### config.mk
export PLATFORM = sky130hd
export DESIGN_NAME = mul_share_arbiter
export DESIGN_NICKNAME = d
export VERILOG_FILES = /design/src/rtl/mul_arb_pkg.sv /design/src/rtl/rr_arbiter.sv /design/src/rtl/mul_share_arbiter.sv
export SDC_FILE = /design/constraint.sdc
export NUM_CORES = 1
export LEC_CHECK = 0
export CORE_UTILIZATION = 25
export CTS_CLUSTER_DIAMETER = 60
export DETAILED_ROUTE_END_ITERATION = 16
export PLACE_DENSITY = 0.54
export SLEW_MARGIN = 30
export SYNTH_ARGS = -nofsm -noshare
export SYNTH_HDL_FRONTEND = slang
export SYNTH_SLANG_ARGS = --single-unit
### constraint.sdc
create_clock -name clk -period 9.2 [get_ports clk]
set_input_delay 1.84 -clock clk [delete_from_list [all_inputs] [get_ports clk]]
set_output_delay 1.84 -clock clk [all_outputs]
set_load 0.01 [all_outputs]
### src/rtl/mul_arb_pkg.sv
// Shared types and constants for the shared-multiplier arbiter.
package mul_arb_pkg;

  typedef enum logic [1:0] {
    IDLE  = 2'd0,
    ISSUE = 2'd1,
    WAIT  = 2'd2,
    RESP  = 2'd3
  } state_t;

  // Wide enough for any TIMEOUT up to 256 cycles.
  localparam int CNT_W = 8;

endpackage

### src/rtl/rr_arbiter.sv
// Combinational round-robin arbiter: one-hot grant to the first request at or after ptr.
module rr_arbiter #(
  parameter int N  = 4,
  parameter int PW = (N > 1) ? $clog2(N) : 1
) (
  input  logic [N-1:0]  req,
  input  logic [PW-1:0] ptr,
  input  logic          en,
  output logic [N-1:0]  gnt
);

  int idx;

  // Scan from the farthest offset back to ptr so the nearest valid request wins.
  always_comb begin
    gnt = '0;
    idx = 0;
    if (en) begin
      for (int k = N - 1; k >= 0; k--) begin
        idx = (int'(ptr) + k) % N;
        if (req[idx]) begin
          gnt      = '0;
          gnt[idx] = 1'b1;
        end
      end
    end
  end

endmodule

### src/rtl/mul_share_arbiter.sv
// Shares one st/done multiplier among N_REQ requesters with round-robin grants
// and a WAIT-state timeout that returns an error response.
module mul_share_arbiter
  import mul_arb_pkg::*;
#(
  parameter int N_REQ   = 4,
  parameter int W       = 4,
  parameter int TIMEOUT = 32
) (
  input  logic                     clk,
  input  logic                     rst_n,
  input  logic [N_REQ-1:0]         req_valid,
  output logic [N_REQ-1:0]         req_ready,
  input  logic [N_REQ*W-1:0]       req_mcand,
  input  logic [N_REQ*W-1:0]       req_mplier,
  output logic                     rsp_valid,
  output logic [$clog2(N_REQ)-1:0] rsp_id,
  output logic [2*W-1:0]           rsp_product,
  output logic                     rsp_err,
  output logic                     busy,
  output logic                     mul_st,
  output logic [W-1:0]             mul_mcand,
  output logic [W-1:0]             mul_mplier,
  input  logic                     mul_done,
  input  logic [2*W-1:0]           mul_product
);

  localparam int IDW = $clog2(N_REQ);

  state_t           state_reg, state_next;
  logic [IDW-1:0]   rr_ptr_reg, id_reg, rsp_id_reg, win_id;
  logic [CNT_W-1:0] cnt_reg;
  logic [W-1:0]     mcand_reg, mplier_reg;
  logic [2*W-1:0]   product_reg;
  logic             err_reg;
  logic [N_REQ-1:0] gnt;
  logic             arb_en;
  logic             cnt_expired;

  // Gating with rst_n keeps req_ready low while reset is held.
  assign arb_en      = (state_reg == IDLE) && rst_n;
  assign cnt_expired = (cnt_reg == CNT_W'(TIMEOUT - 1));

  rr_arbiter #(.N(N_REQ), .PW(IDW)) u_rr_arbiter (
    .req (req_valid),
    .ptr (rr_ptr_reg),
    .en  (arb_en),
    .gnt (gnt)
  );

  always_comb begin
    win_id = '0;
    for (int i = 0; i < N_REQ; i++) begin
      if (gnt[i]) win_id = IDW'(i);
    end
  end

  always_ff @(posedge clk or negedge rst_n) begin
    if (!rst_n) state_reg <= IDLE;
    else        state_reg <= state_next;
  end

  always_comb begin
    state_next = state_reg;
    req_ready  = '0;
    mul_st     = 1'b0;
    rsp_valid  = 1'b0;
    busy       = 1'b1;
    case (state_reg)
      IDLE: begin
        busy      = 1'b0;
        req_ready = gnt;
        if (|gnt) state_next = ISSUE;
      end
      ISSUE: begin
        mul_st     = 1'b1;
        state_next = WAIT;
      end
      WAIT: begin
        if (mul_done || cnt_expired) state_next = RESP;
      end
      RESP: begin
        rsp_valid  = 1'b1;
        state_next = IDLE;
      end
      default: state_next = IDLE;
    endcase
  end

  always_ff @(posedge clk or negedge rst_n) begin
    if (!rst_n) begin
      rr_ptr_reg  <= '0;
      id_reg      <= '0;
      rsp_id_reg  <= '0;
      cnt_reg     <= '0;
      mcand_reg   <= '0;
      mplier_reg  <= '0;
      product_reg <= '0;
      err_reg     <= 1'b0;
    end else begin
      case (state_reg)
        IDLE: begin
          if (|gnt) begin
            mcand_reg  <= req_mcand[int'(win_id)*W +: W];
            mplier_reg <= req_mplier[int'(win_id)*W +: W];
            id_reg     <= win_id;
            rr_ptr_reg <= (win_id == IDW'(N_REQ - 1)) ? '0 : win_id + IDW'(1);
          end
        end
        ISSUE: cnt_reg <= '0;
        WAIT: begin
          // A done arriving on the last allowed cycle still counts as success.
          if (mul_done) begin
            product_reg <= mul_product;
            err_reg     <= 1'b0;
            rsp_id_reg  <= id_reg;
          end else if (cnt_expired) begin
            product_reg <= '0;
            err_reg     <= 1'b1;
            rsp_id_reg  <= id_reg;
          end else begin
            cnt_reg <= cnt_reg + CNT_W'(1);
          end
        end
        default: ;
      endcase
    end
  end

  assign mul_mcand   = mcand_reg;
  assign mul_mplier  = mplier_reg;
  assign rsp_id      = rsp_id_reg;
  assign rsp_product = product_reg;
  assign rsp_err     = err_reg;

endmodule

==> run summary <==
The number of enable flip-flop cells after synthesis is 0. The layout has 847 filler cells. The initial antenna violation count is 0. In this run the post-CTS setup repair buffer count came out at 0.

The worst hold path terminates at id_reg[1]. The number of endpoints failing setup at the final stage is 0. The worst setup slack after layout came out at 2764 ps.

The floorplan step set the die width to 96.15 um. The depth of the worst hold-timing path came out at 2. The cell area after placement came out at 3017 sq um.

Setup total negative slack on the finished layout was measured at 0 ps. The antenna cell count is 0. The netlist area before placement came out at 2216 sq um. The first-pass GRT wire length is 9.280 mm. The data arrival time at the worst-slack endpoint is 4600 ps. The mean instance size in the synthesized netlist is 10.65 sq um. The area of combinational cells with multiple inputs came out at 1294 sq um.

Counting flops with an async set or reset pin after synthesis yields a share of 100.0%. The combined flip-flop and latch cell area is 825.8 sq um. After clock tree synthesis, the flow added hold-fix buffers numbering 0. The tightest hold path in the finished design has a slack of 488.5 ps. For this design the static power due to leakage is 1.353 nW.

The slew of the pin with the lowest slew margin came out at 638.3 ps. The power per cell area is 307.2 nW/um^2. The layout net count is 340. After synthesis, the cell types taking the most area are sky130_fd_sc_hd__dfrtp_1, sky130_fd_sc_hd__ha_1, sky130_fd_sc_hd__mux2i_1.

The port buffer count is 72. In this run the most critical hold path is launched from id_reg[1]. The final routed DRC violation total came out at 0. The unique cell type count in the Yosys netlist came out at 46.

The number of clock sinks came out at 33. After synthesis the netlist holds a flip-flop and latch count of 33. The post-synthesis cell count is 208. The via count of the first global-routing pass came out at 1880. Compared with the post-synthesis result, the final layout area differs by 41.56%. After detailed routing, the average wire length per cell comes to 15.36 um. The number of max-cap violations is 0. The count of pins on the block boundary is 73. The most frequent cell after synthesis is sky130_fd_sc_hd__dfrtp_1. The maximum number of pins on one net before global-route repair came out at 36. The worst register-to-register path begins at rr_ptr_reg[0]. STA classifies the critical path endpoint as a primary output.

The total chip power came out at 963.7 uW. The worst setup path is of the input port to primary output kind. The detailed router placed 1894 vias in this run. The H-tree was split into 2 levels. The setup slack of the worst register-to-register path is 5700 ps. Before CTS, the worst setup slack after placement is 2797 ps. For this run, the number of standard cells in the final layout without fillers is 385.

For this block, the initial DRC count from the detailed router was 95. The share of layout cells above drive strength 1 came out at 11.43%. The count of cells along the worst register-to-register path came out at 9. The run finished with clean final reports. The final HPWL from detailed placement is 4.407 mm. The clock tree from TritonCTS is yes. The tree is rooted in a sky130_fd_sc_hd__clkbuf_8.

The number of max-slew violations in the final report was 0. The clock tree buffer depth is 2. The sequential element share of the synthesized area came out at 37.27%. STA puts the critical path data required time at 7360 ps. The count of standard-cell rows is 33. The final core area utilization is 37.42%. The final worst clock skew is 6.763 ps. Once layout is done, the placed cells without fillers occupy 3137 sq um. The final critical path takes up 69.96% of the cycle. The worst-case IR drop observed on VDD is 0.1117 mV. Along the worst path, the maximum fanout reaches 13. In this run the critical register-to-register path is captured at mul_mplier[1]. The total area inside the core boundary comes to 8382 sq um. The sum of overflow across all layers after global routing is 0. The die is 96.15 um tall.

The area share of the largest cell type after synthesis is 37.27%. The count of final hold-check violations came out at 0. The number of iterations in the first detailed-routing pass is 4.

The total wire length came out at 5.915 mm. The latest clock arrival within the worst-skew pair is 280 ps. The worst setup path is launched from an input port.

The largest total area in the synthesized netlist belongs to sky130_fd_sc_hd__dfrtp_1. The effective utilization at floorplan is 26.44%. The remaining max-slew budget at the tightest pin is 57.45%.

The achievable clock frequency is 155.4 MHz. The synthesized netlist net count came out at 269. The detail-routed via count per cell came out at 4.919.

Counting the buffers created by CTS gives 5. The congestion estimate from routability-driven global placement came to 0.8112. Counting instances in the post-synthesis netlist gives the leading cell types as sky130_fd_sc_hd__dfrtp_1, sky130_fd_sc_hd__nand2_1, sky130_fd_sc_hd__mux2i_1. The clock slew seen by the registers of the worst setup and hold paths came out at 70 ps. The remaining antenna violation count after routing came out at 0.

After clock tree synthesis, the repair step resized 0 gates. Setup repair after global routing left no endpoint under its margin. The cell count after placement came out at 377. In the synthesized netlist the dominant register cell turns out to be sky130_fd_sc_hd__dfrtp_1.

The number of warning messages in the yosys log came out at 0. The floorplan step defined a die boundary enclosing 9244 sq um. Global routing used 12.95% of the available tracks across all layers. The time the worst path needs with I/O delays and setup is 6436 ps.

The path class of the tightest hold or removal check is register to register.
[cells in the final DEF, fill, tap and decap left out, types with 2 or more instances in the layout]
master                            instances
sky130_fd_sc_hd__nand3b_1                 2
sky130_fd_sc_hd__a21oi_1                  3
sky130_fd_sc_hd__clkbuf_8                 6
sky130_fd_sc_hd__nand2b_1                 2
sky130_fd_sc_hd__ha_1                    14
sky130_fd_sc_hd__inv_1                    8
sky130_fd_sc_hd__o21ai_0                 11
sky130_fd_sc_hd__mux2_2                   3
sky130_fd_sc_hd__o211ai_1                 2
sky130_fd_sc_hd__and2_1                   6
sky130_fd_sc_hd__o21ai_1                  3
sky130_fd_sc_hd__nor2b_1                  2
sky130_fd_sc_hd__a22o_1                   8
sky130_fd_sc_hd__o22ai_1                  2
sky130_fd_sc_hd__o32a_2                   2
sky130_fd_sc_hd__and3_1                   5
sky130_fd_sc_hd__nand2_1                 24
sky130_fd_sc_hd__mux4_2                   2
sky130_fd_sc_hd__mux2_1                   2
sky130_fd_sc_hd__nor2_1                   6
sky130_fd_sc_hd__o221ai_1                 8
sky130_fd_sc_hd__dfrtp_1                 33
sky130_fd_sc_hd__a22oi_2                  8
sky130_fd_sc_hd__a221oi_1                 2
sky130_fd_sc_hd__nand3_1                  3
sky130_fd_sc_hd__a31oi_1                  4
sky130_fd_sc_hd__clkdlybuf4s50_1         72
sky130_fd_sc_hd__xor2_1                   3
sky130_fd_sc_hd__inv_2                    2
sky130_fd_sc_hd__mux2i_1                 15
[power breakdown]
group / internal, mW / leakage, nW / switching (mW)
Sequential: 0.206 / 0.409 / 0.0551
Combinational: 0.285 / 0.886 / 0.273
Clock: 0.0881 / 0.0574 / 0.0572
Total: 0.579 / 1.35 / 0.385
[layout make-up]
type	instances	area share (%)
clock buffer	6	2.633
clock inverter	2	1.197
inverter	10	1.197
multi-input combinational	156	41.24
sequential	33	26.33
tap	105	4.188
timing repair buffer	73	23.21
[cells by family (layout without fill, tap and decap cells)]
logic type	after synthesis	count (layout)	share of synthesized area [%]
AOI/OAI and AO/OA	62	62	24.45
and+or+nand+nor	54	54	12.31
DFF	33	33	37.27
muxes	23	23	12.54
buffers and inverters	19	91	4.348
adders and majority gates	14	14	7.905
xor gates and xnor gates	3	3	1.186
[worst max-delay path, stage by stage]
cell                              delay [ps]
sky130_fd_sc_hd__clkdlybuf4s50_1         540
sky130_fd_sc_hd__mux4_2                  560
sky130_fd_sc_hd__a222oi_1                360
sky130_fd_sc_hd__o311ai_1                170
sky130_fd_sc_hd__o221ai_4                530
sky130_fd_sc_hd__inv_2                    80
sky130_fd_sc_hd__clkdlybuf4s50_1         510
[how the worst max path moves through the flow]
stage                 startpoint      endpoint  slack (ps)  cells after the start
global route        req_valid[3]  req_ready[1]        2610                      7
global placement    req_valid[2]  req_ready[1]        2830                      7
floorplan           req_valid[1]  req_ready[3]        4020                      7
finish              req_valid[2]  req_ready[1]        2760                      7
CTS                 req_valid[2]  req_ready[1]        2780                      7
detailed placement  req_valid[1]  req_ready[1]        2800                      7
[metal layers]
| metal | track usage [%] | share of wire (%) | up-vias |
|---|---|---|---|
| li1 | - | - | 928 |
| met1 | 17.82 | 46 | 926 |
| met2 | 20.33 | 50 | 38 |
| met3 | 3.160 | 4.4 | 2 |
| met4 | 3.109 | 0.27 | 0 |
| met5 | 0 | 0 | - |
Note: power is estimated with default switching activity, not from simulation.
